### config.mk
export PLATFORM = sky130hd
export DESIGN_NAME = unlock_seq_tx
export DESIGN_NICKNAME = d
export VERILOG_FILES = /design/src/rtl/unlock_pkg.sv /design/src/rtl/unlock_hold_ctr.sv /design/src/rtl/unlock_seq_tx.sv
export SDC_FILE = /design/constraint.sdc
export NUM_CORES = 1
export LEC_CHECK = 0
export CAP_MARGIN = 20
export CELL_PAD_IN_SITES_DETAIL_PLACEMENT = 1
export CELL_PAD_IN_SITES_GLOBAL_PLACEMENT = 1
export CORE_MARGIN = 5
export CORE_UTILIZATION = 41
export DETAILED_ROUTE_END_ITERATION = 6
export PLACE_DENSITY_LB_ADDON = 0.1
export RECOVER_POWER = 50
export SETUP_SLACK_MARGIN = 0.5
export SYNTH_ARGS = -nofsm -noshare
export SYNTH_HDL_FRONTEND = slang
export SYNTH_SLANG_ARGS = --single-unit
### constraint.sdc
create_clock -name clk -period 2.3 [get_ports clk]
set_input_delay 0.46 -clock clk [delete_from_list [all_inputs] [get_ports clk]]
set_output_delay 0.46 -clock clk [all_outputs]
set_load 0.02 [all_outputs]
### src/rtl/unlock_pkg.sv
// Shared definitions for the 4-input unlock-sequence protocol: FSM encoding,
// step count and the 12-entry {i4,i3,i2,i1} vector ROM.
package unlock_pkg;

    typedef enum logic [1:0] {
        ST_IDLE   = 2'd0,
        ST_DRIVE  = 2'd1,
        ST_FINISH = 2'd2
    } state_t;

    localparam int unsigned NUM_STEPS = 12;
    localparam int unsigned VEC_W     = 4;
    localparam int unsigned HOLD_W    = 8;
    localparam int unsigned IDX_W     = 4;

    // Element [k] is the vector for step k; don't-care lines are 0.
    localparam logic [NUM_STEPS-1:0][VEC_W-1:0] VEC_ROM = {
        4'h0, 4'h1, 4'h4, 4'h8,
        4'h0, 4'h8, 4'h1, 4'h2,
        4'h4, 4'h0, 4'h9, 4'h4
    };

    // Out-of-range steps read as all-zero lines.
    function automatic logic [VEC_W-1:0] rom_vec(input logic [IDX_W-1:0] s);
        rom_vec = '0;
        if (s < IDX_W'(NUM_STEPS)) rom_vec = VEC_ROM[s];
    endfunction

endpackage

### src/rtl/unlock_hold_ctr.sv
// 8-bit loadable down-counter that times how long each vector is held.
module unlock_hold_ctr
    import unlock_pkg::*;
(
    input  logic              clk,
    input  logic              reset,
    input  logic              clr,
    input  logic              load,
    input  logic [HOLD_W-1:0] load_val,
    input  logic              dec,
    output logic              zero_c
);

    logic [HOLD_W-1:0] count;

    always_ff @(posedge clk) begin
        if (reset || clr) begin
            count <= '0;
        end else if (load) begin
            count <= load_val;
        end else if (dec && (count != '0)) begin
            count <= count - HOLD_W'(1);
        end
    end

    assign zero_c = (count == '0);

endmodule

### src/rtl/unlock_seq_tx.sv
// Transmit side of the unlock-sequence protocol: drives the 12-step vector
// sequence on i1..i4. Optional UNLOCK_ERR_INJECT_EN inverts i3 at one step.
module unlock_seq_tx
    import unlock_pkg::*;
#(
    parameter int unsigned HOLD_CYCLES = 1,
    parameter int unsigned STEP_W      = 4
) (
    input  logic              clk,
    input  logic              reset,
    input  logic              start,
    input  logic              abort,
`ifdef UNLOCK_ERR_INJECT_EN
    input  logic              inject,
    input  logic [3:0]        inj_step,
`endif
    output logic              i1,
    output logic              i2,
    output logic              i3,
    output logic              i4,
    output logic              busy,
    output logic              done,
    output logic [STEP_W-1:0] step
);

    localparam logic [STEP_W-1:0] LAST_STEP = STEP_W'(NUM_STEPS - 1);
    localparam logic [HOLD_W-1:0] HOLD_LOAD = HOLD_W'(HOLD_CYCLES - 1);

    state_t            state;
    logic              hold_zero;
    logic              accept;
    logic              advance;
    logic [STEP_W-1:0] step_nxt;
    logic [VEC_W-1:0]  vec_first;
    logic [VEC_W-1:0]  vec_next;

    assign accept   = (state == ST_IDLE) && start;
    assign advance  = (state == ST_DRIVE) && !abort && hold_zero && (step != LAST_STEP);
    assign step_nxt = step + STEP_W'(1);

`ifdef UNLOCK_ERR_INJECT_EN
    // Injection target is latched at start so mid-flight input changes are ignored.
    logic             inj_en_q;
    logic [3:0]       inj_step_q;

    always_ff @(posedge clk) begin
        if (reset) begin
            inj_en_q   <= 1'b0;
            inj_step_q <= '0;
        end else if (accept) begin
            inj_en_q   <= inject;
            inj_step_q <= inj_step;
        end
    end

    assign vec_first = rom_vec(IDX_W'(0))
                     ^ ((inject && (inj_step == 4'd0)) ? 4'b0100 : 4'b0000);
    assign vec_next  = rom_vec(IDX_W'(step_nxt))
                     ^ ((inj_en_q && (inj_step_q == 4'(step_nxt))) ? 4'b0100 : 4'b0000);
`else
    assign vec_first = rom_vec(IDX_W'(0));
    assign vec_next  = rom_vec(IDX_W'(step_nxt));
`endif

    unlock_hold_ctr u_hold (
        .clk      (clk),
        .reset    (reset),
        .clr      ((state == ST_DRIVE) && abort),
        .load     (accept || advance),
        .load_val (HOLD_LOAD),
        .dec      ((state == ST_DRIVE) && !abort),
        .zero_c   (hold_zero)
    );

    // Sequencer: reset > abort > hold/step progression.
    always_ff @(posedge clk) begin
        if (reset) begin
            state            <= ST_IDLE;
            {i4, i3, i2, i1} <= '0;
            busy             <= 1'b0;
            done             <= 1'b0;
            step             <= '0;
        end else begin
            case (state)
                ST_IDLE: begin
                    done <= 1'b0;
                    if (start) begin
                        {i4, i3, i2, i1} <= vec_first;
                        step             <= '0;
                        busy             <= 1'b1;
                        state            <= ST_DRIVE;
                    end
                end
                ST_DRIVE: begin
                    if (abort) begin
                        {i4, i3, i2, i1} <= '0;
                        step             <= '0;
                        busy             <= 1'b0;
                        state            <= ST_IDLE;
                    end else if (hold_zero) begin
                        if (step != LAST_STEP) begin
                            step             <= step_nxt;
                            {i4, i3, i2, i1} <= vec_next;
                        end else begin
                            {i4, i3, i2, i1} <= '0;
                            step             <= '0;
                            busy             <= 1'b0;
                            done             <= 1'b1;
                            state            <= ST_FINISH;
                        end
                    end
                end
                ST_FINISH: begin
                    done  <= 1'b0;
                    state <= ST_IDLE;
                end
                default: begin
                    {i4, i3, i2, i1} <= '0;
                    step             <= '0;
                    busy             <= 1'b0;
                    done             <= 1'b0;
                    state            <= ST_IDLE;
                end
            endcase
        end
    end

endmodule

## Yosys cells after proc, flatten, opt, wreduce, memory -nomap -nowiden

Memory sizes are Yosys's and may differ from the RTL's.
Cells that the tools add are included.
W data, S select, Z words.

- Register bits after elaboration: 20
- Bits in read-only memories: 64
- Bits of input ports: 4
- Word-level logic and storage cells: 76
- Memories kept: 1

Memory list:

| memory | depth | bits a word | read ports | clocked after memory_dff | write ports | RTL line | source |
|---|---|---|---|---|---|---|---|
| (no name shown) | 16 | 4 | 1 | 0 | 0 | unlock_pkg.sv:26 | `if (s < IDX_W'(NUM_STEPS)) rom_vec = VEC_ROM[s];` |

- Add/subtract/negate cells: 2
- Magnitude comparators: 2
- Eq/ne operators: 6
- Muxes and demuxes: 34
- Bitwise gates (word level): 4
- Reduce and logical (&&, ||, !) cells: 18

Operators by type and width:

| operator | number |
|---|---|
| $mux W4 | 6 |
| $mux W1 | 17 |
| $pmux W1 S3 | 5 |
| $pmux W4 S3 | 1 |
| $reduce_and A3 Y1 | 3 |
| $logic_not A8 Y1 | 1 |
| $mux W2 | 4 |
| $reduce_bool A8 Y1 | 1 |
| $sub A8 B1 Y8 const B | 1 |
| $logic_and A1 B1 Y1 | 6 |
| $ne A3 B3 Y1 const B | 2 |
| $lt A4 B5 Y1 const B | 1 |
| $add A4 B1 Y4 const B | 1 |
| $lt A4 B4 Y1 const B | 1 |
| $ne A4 B4 Y1 const B | 1 |
| $not A1 Y1 | 4 |
| $pmux W2 S2 | 1 |
| $reduce_and A4 Y1 | 1 |
| $reduce_or A2 Y1 | 2 |
| $eq A2 B1 Y1 const B | 1 |
| $eq A2 B2 Y1 const B | 1 |
| $logic_not A2 Y1 | 1 |
| $logic_or A1 B1 Y1 | 2 |
| $ne A2 B2 Y1 const B | 1 |
| $logic_not A1 Y1 | 1 |

## Longest topological paths before layout

Gate-level depths: netlist of run 1.

- Depth after elaboration: 8
- Depth in mapped cells: 8
- Gate-level depth less buffers: 6

## By module

A second synthesis of run 1 with hierarchy kept.

- Cell total of the unflattened synthesis: 130
- Area, all modules: 1173.6 um^2

By module, submodules not included:

| module | times used | cells an instance | area each (um^2) | sequential area each (um^2) |
|---|---|---|---|---|
| unlock_seq_tx | 1 | 73 | 696.9 | 240.2 |
| unlock_hold_ctr | 1 | 57 | 476.7 | 160.2 |

## Least setup slack after synthesis of run 1

Ideal clock, no wire load.

- Path type: register to register
- Start point: register u_hold.count[0]
- End point: register step[3]
- Library setup time: 0.070 ns
- Arrival time: 1.989 ns
- Data required time: 2.230 ns
- Slack: 0.240 ns
- Cell stages (with the launch flop): 8
- Buffers on the path: 1
- Period minus slack after synthesis: 2.060 ns
- Cells stage by stage: dfxtp_1 inv_1 ha_1 or3b_2 clkbuf_1 o21a_4 or4_1 a21oi_1

- Cells in the longest elaborated chain, start to end: 3

RTL lines:

| what | RTL line | source |
|---|---|---|
| start, declared | unlock_hold_ctr.sv:14 | `logic [HOLD_W-1:0] count;` |
| start signal, assigned | unlock_hold_ctr.sv:20 | `count <= load_val;` |
| start signal, assigned | unlock_hold_ctr.sv:22 | `count <= count - HOLD_W'(1);` |
| $logic_not A8 Y1 | unlock_hold_ctr.sv:26 | `assign zero_c = (count == '0);` |
| $ne A3 B3 Y1 (no source line) | -- |  |
| $reduce_and A3 Y1 (no source line) | -- |  |
| end signal, assigned | unlock_seq_tx.sv:102 | `step <= step_nxt;` |
| end, declared | unlock_seq_tx.sv:23 | `output logic [STEP_W-1:0] step` |

Every way passes these cells.
A chain may end at the register's enable or synchronous reset.

## Worst setup path in the final report of run 1

- Start point: register u_hold.count[5]
- End point: register busy

- Cells in the longest elaborated chain, start to end: 3

RTL lines:

| what | RTL line | source |
|---|---|---|
| $logic_not A8 Y1 | unlock_hold_ctr.sv:26 |  |
| $ne A3 B3 Y1 (no source line) | -- |  |
| $reduce_and A4 Y1 (no source line) | -- |  |
| end signal, assigned | unlock_seq_tx.sv:80 | `busy <= 1'b0;` |
| end signal, assigned | unlock_seq_tx.sv:90 | `busy <= 1'b1;` |
| end signal, assigned | unlock_seq_tx.sv:98 | `busy <= 1'b0;` |
| end, declared | unlock_seq_tx.sv:21 | `output logic busy,` |

Every way passes these cells.

==> key figures, run 1 <==
STA
  • Setup Viol. Count Final: 0
  • Slew Limit Fails: 0
  • Worst Tran Pin Value: 535 ps
  • Unrepaired setup endpoints after global routing: yes
  • Max Clock Skew: 0.751 ps
  • Min Tclk post-route: about 2000 ps
  • Hold Vio Cnt, Final: 0
  • Slew margin rel.: 0.642
  • Crit share post-route: 0.851
  • WHS: between 400 and 500 ps
  • Final worst slack: approximately 340 ps
  • Setup Total Neg Slack: 0 ps
  • Fmax: around 0.51 GHz

Global route
  • Grt total ovfl: 0
  • Largest net degree at the start of global routing: 13
  • Initial antenna violation count: 0
  • Vias in the first global route: 1219
  • First-pass GRT wire length: ~5700 µm
  • GRT Util Overall: 0.175

Floorplan
  • Initial core utilization: 0.423
  • Die footprint: 3950 µm²
  • I/O pin total: 14
  • Die Y: 62.9 µm
  • Row count: 19
  • CORE AREA: about 2700 µm²
  • Die X-Extent: 62.9 µm

Layout
  • Area Overhead vs Synth: 31.4%
  • Nets: 172
  • Most frequent cells in the layout: buf_4, dfxtp_1, a21oi_1
  • Area occupied by multi-input gates: 742 µm²
  • Commonest non-fill, non-tap cell in the layout: buf_4
  • Layout cell share with drive strength beyond 1: 0.256
  • Fill cells: 337
  • Seq. cell area: 412 µm²
  • Ant diodes: 0

Clocking
  • Clk slew on worst S/H paths: ~120 ps
  • Clock tree buffer depth: 2
  • H-tree depth: 1
  • # hold bufs at CTS: 0
  • Clk root buf: clkbuf_4
  • Clk sinks: 20
  • CTS Buf Count: 3
  • CTS tree: done
  • Clock Latency Late Sink: 310 ps

Drt
  • ANT nets after route: 0
  • Met1 WL: roughly 1300 µm
  • WL met3: 80 µm
  • Routed WL: 3360 µm
  • DRC: 0
  • Top layer in use: met4
  • First DRT Iteration DRCs: 55
  • Wire per inst: 17.6 µm
  • DR WL met2: 1900 µm
  • Routed vias: 1111
  • TritonRoute pass-1 iters: 4
  • Vias/cell: between 5 and 6

Synth
  • Synth warn: 0
  • Mapped Cells: about 130
  • Mapped Area: 1150 µm²
  • EDFF count, synth: 0
  • Post-Syn Nets: 140
  • Top FF cell, synth: dfxtp_1
  • Post-synthesis register bit count: 20
  • Register area share after synthesis: 0.349
  • Syn_area_per_cell: 8.88 µm²
  • Async set-reset flop share out of synthesis: 0
  • Netlist cell types: 42

Worst setup path
  • Worst path bufs/invs: 1
  • Critical path peak fanout: 5
  • CP startpoint kind: flip-flop
  • Critical-path top delay cell: or4_1
  • CP startpoint: u_hold.count[5]
  • CP delay by family, top: simple AND/OR/NAND/NOR gates
  • Worst EP required: ~2500 ps
  • Reg-to-Reg Start: u_hold.count[5]
  • Crit end category: flip-flop
  • Critical setup path kind: reg2reg
  • WP data arrival: approximately 2200 ps
  • Reg-to-reg setup timing slack: about 340 ps
  • CP cell instances: or4_1 > o21ai_0 > clkbuf_1 > and3_1 > a211oi_1
  • CP peak stage delay: 640 ps

Placement
  • Port Buffers: 13
  • Pre-CTS WS: 163 ps
  • Post-DP HPWL: 2340 µm
  • Gpl congestion: 0.794

Pwr
  • Worst vdd ir: 305 µV
  • P per Cell Area: 434 nW/µm²
  • Lkg Pwr: approximately 0.6 nW

Run
  • Max_cap viols: 0

Hold path
  • Hold_sp: busy
  • Hold Path Class: reg2reg

Status
  • Status: completed
==> cell usage after synthesis, drive strengths merged (3+ instances only) <==
cell type / n / share of area
a21oi: 9 / 0.039
clkbuf: 5 / 0.017
dfxtp: 20 / 0.35
ha: 7 / 0.076
inv: 7 / 0.023
mux2i: 3 / 0.026
nand2: 3 / 0.0098
nand4: 3 / 0.016
nor2: 7 / 0.023
nor2b: 3 / 0.016
nor3: 3 / 0.013
nor3b: 3 / 0.024
o211ai: 3 / 0.020
o21ai: 10 / 0.044
or4: 6 / 0.043
xor2: 4 / 0.031
==> stage by stage <==
step | util | total power (W) | cell area [µm²] | std cells
after CTS | 0.548 | 0.000663 | 1490 | 188
after floorplan | - | 0.000410 | 1180 | 129
after detailed placement | 0.513 | 0.000453 | 1390 | 178
after global placement | 0.513 | 0.000451 | 1390 | 178
after global routing | 0.556 | 0.000689 | 1510 | 191
final | 0.556 | 0.000654 | 1510 | 191
==> worst min-delay path, cell delays in order, from the launching register on <==
cell      delay (ps)
dfxtp_1          330
inv_1             50
a211oi_1          60
==> flip-flops by register name (all words and copies together), names as in the netlist <==
signal	flops
busy	1
done	1
i1	1
i2	1
i3	1
i4	1
state	2
step	4
u_hold.count	8
==> where the power goes <==
group          switching (W)  internal (W)   total, W  leakage (nW)
clock               0.000118     0.0000968   0.000215        0.0210
combinational      0.0000447     0.0000384  0.0000831         0.427
sequential        0.00000539      0.000350   0.000355         0.165
==> timing repair <==
| action | in CTS | in global routing |
|---|---|---|
| resized for setup | 9 | 15 |
| setup buffers | 6 | 3 |
| pin swaps | 2 | 3 |
| setup endpoints to repair | 13 | 18 |
==> final timing paths <==
| check | end | cells after the start |
|---|---|---|
| max | busy | 5 |
| min | busy | 2 |
| max reg2reg | busy | 5 |
| min reg2reg | busy | 2 |
==> cell families (layout without fill, tap and decap cells) <==
kind of cell               count (synthesis)  after routing  share of synthesized area
AOI/OAI and AO/OA                         34             34                      0.190
xor gates and xnor gates                   6              6                     0.0459
adders and majority gates                  7              7                     0.0764
buffers and inverters                     13             44                     0.0502
DFF                                       20             20                      0.349
muxes                                      5              5                     0.0459
and+or+nand+nor                           44             44                      0.242
==> layout make-up <==
class,instances,area share
Multi-Input combinational cell,96,0.493
Sequential cell,20,0.273
Timing Repair Buffer,33,0.165
Tap cell,31,0.0257
Clock buffer,4,0.0241
Inverter,7,0.0191
==> layer usage <==
metal | global-route usage | up-vias
met4 | 0.0557 | 0
met2 | 0.337 | 15
met5 | 0 | -
met3 | 0.0324 | 6
li1 | - | 539
met1 | 0.186 | 551
No activity file was read; power rests on OpenSTA's default activity.
==> run 2, diff against run 1 <==
CORE_MARGIN = 4   (was 5)
==> key figures, run 2 (synthesis results as in run 1) <==
Status
  • Status: completed

Worst setup path
  • CP startpoint kind: flip-flop
  • Reg-to-reg setup timing slack: 230 ps
  • Critical-path top delay cell: or4_1
  • FF-to-FF path depth: 6
  • Crit end category: flip-flop
  • Worst EP required: 2500 ps
  • Critical path peak fanout: 6
  • WP data arrival: 2270 ps
  • Reg2reg end: step[3]
  • CP cell instances: or4_1 > o21a_4 > buf_6 > buf_4 > o21ai_0 > a21oi_2
  • Critical setup path kind: reg2reg
  • CP startpoint: u_hold.count[5]
  • Reg-to-Reg Start: u_hold.count[5]
  • CP peak stage delay: roughly 660 ps

Clocking
  • Clock Latency Late Sink: 310 ps
  • Clk sinks: 20
  • Clk slew on worst S/H paths: around 110 ps
  • CTS Buf Count: 3
  • Clk root buf: clkbuf_4
  • H-tree depth: 1
  • CTS tree: done
  • Clock tree buffer depth: 2

Global route
  • First-pass GRT wire length: 6390 µm
  • GRT Util Overall: 0.236
  • M2 GR Usage: 0.424
  • Initial antenna violation count: 0
  • Grt total ovfl: 0
  • Global routing usage on met1: 0.277
  • Busiest grt layer: met2
  • GR Layer Usage met3: 0.0638
  • Vias in the first global route: 1234
  • Largest net degree at the start of global routing: 13

Drt
  • First DRT Iteration DRCs: 84
  • ANT nets after route: 0
  • Routed WL: ~4200 µm
  • Vias/cell: 6.11
  • Routed vias: 1204
  • Wire per inst: 21.4 µm
  • DRC: 0
  • TritonRoute pass-1 iters: 4

Floorplan
  • Die footprint: about 3700 µm²
  • CORE AREA: between 2000 and 3000 µm²
  • Die X-Extent: ~60 µm
  • Die Y: 60.9 µm
  • I/O pin total: 14
  • Row count: 18
  • Initial core utilization: 0.446

STA
  • Min Tclk post-route: 2070 ps
  • Hold Vio Cnt, Final: 0
  • Fmax: ~0.48 GHz
  • Worst Tran Pin Value: 699 ps
  • Slew Limit Fails: 0
  • Setup Total Neg Slack: 0 ps
  • Unrepaired setup endpoints after global routing: yes
  • Crit share post-route: 0.898
  • Slew margin rel.: 0.532
  • Setup Viol. Count Final: 0
  • Max Clock Skew: 5.41 ps

Run
  • Max_cap viols: 0

Layout
  • Final core utilization: 0.645
  • Finished Cell Area: 1660 µm²
  • Largest register FFs: 8
  • Ant diodes: 0
  • Layout cell share with drive strength beyond 1: 0.389
  • Largest registers: u_hold.count: 8 flops, step: 4 flops, state: 2 flops
  • Register with the most flip-flops: u_hold.count
  • Commonest non-fill, non-tap cell in the layout: buf_4
  • Fill cells: 296
  • Area Overhead vs Synth: 44.5%
  • Nets: 180
  • Most frequent cells in the layout: buf_4, dfxtp_1, nor2_1, a21oi_1

Pwr
  • Sw Share: 0.277
  • P per Cell Area: 380 nW/µm²
  • Lkg Pwr: 0.681 nW
  • Sequential share of power: 0.570
  • Combinational power share: 0.154
  • Worst vdd ir: 452 µV
  • Clk pwr share: 0.276
  • Switching pwr: 0.000174 W
  • Internal power: between 0.0004 and 0.0005 W

Hold path
  • Hold Path Class: reg2reg
  • WHS Path Cells: 2
  • Hold path endpoint: busy
  • Hold_sp: busy

Placement
  • Port Buffers: 13
  • Area after DPL: 1370 µm²
  • Post-DP HPWL: 2410 µm
  • Gpl congestion: between 0.7 and 0.8
[run 2: cell count changes in the layout (fill, tap and decap cells not counted), sizes merged]
cell           previous run  this run
clkbuf                    9         8
dlygate4sd3               1         3
clkdlybuf4s50             5         4
buf                      18        24
dlymetal6s2s              0         1
[run 2: worst max-delay path, delay by kind of cell (launching register included)]
| kind | cells | cell delay, ps |
|---|---|---|
| simple gates | 1 | 660 |
| compound gates | 3 | 700 |
| flops | 1 | 340 |
| buf+inv | 2 | 260 |
[run 2: final cells by class]
class	instances	area [µm²]	area share
multi-input cells	96	815	0.492
inverters	7	31.3	0.0189
well taps	30	37.5	0.0227
clock buffers	3	22.5	0.0136
flip-flops and latches	20	419	0.253
repair buffers	41	332	0.200
[run 2: worst max path at each step]
stage | endpoint | depth (start not counted)
final | step[3] | 6
after global routing | step[3] | 6
after CTS | u_hold.count[7] | 4
after detailed placement | u_hold.count[5] | 5
after global placement | u_hold.count[5] | 5
after floorplan | u_hold.count[7] | 5
[run 2: stage by stage]
step           hold WS (ps)  setup WS, ps  cells  power, W
6_report                455           234    197  0.000629
5_1_grt                 500           127    197  0.000662
4_1_cts                 461           402    192  0.000616
3_5_place_dp            445          55.8    175  0.000450
3_3_place_gp            442           220    175  0.000446
2_1_floorplan           465           433    129  0.000410
[run 2: routing by layer]
metal | up-vias | wire length [µm]
met3 | 4 | 178
met1 | 614 | 1800
met2 | 35 | 2200
met5 | - | 0
met4 | 0 | 47
li1 | 551 | -
[run 2: power groups by stage]
| stage | combinational (W) | sequential, W | clock [W] |
|---|---|---|---|
| after floorplan | 0.0000378 | 0.000372 | 0 |
| after global placement | 0.0000777 | 0.000368 | 0 |
| after detailed placement | 0.0000803 | 0.000369 | 0 |
| after CTS | 0.0000841 | 0.000358 | 0.000174 |
| after global routing | 0.000103 | 0.000360 | 0.000199 |
| final | 0.0000966 | 0.000359 | 0.000174 |
[run 2: repair_timing]
item	4_1_cts	5_1_grt
pin swaps	5	7
resized for setup	21	29
endpoints found under the setup margin	20	18
hold buffers	0	0
setup buffers	14	5
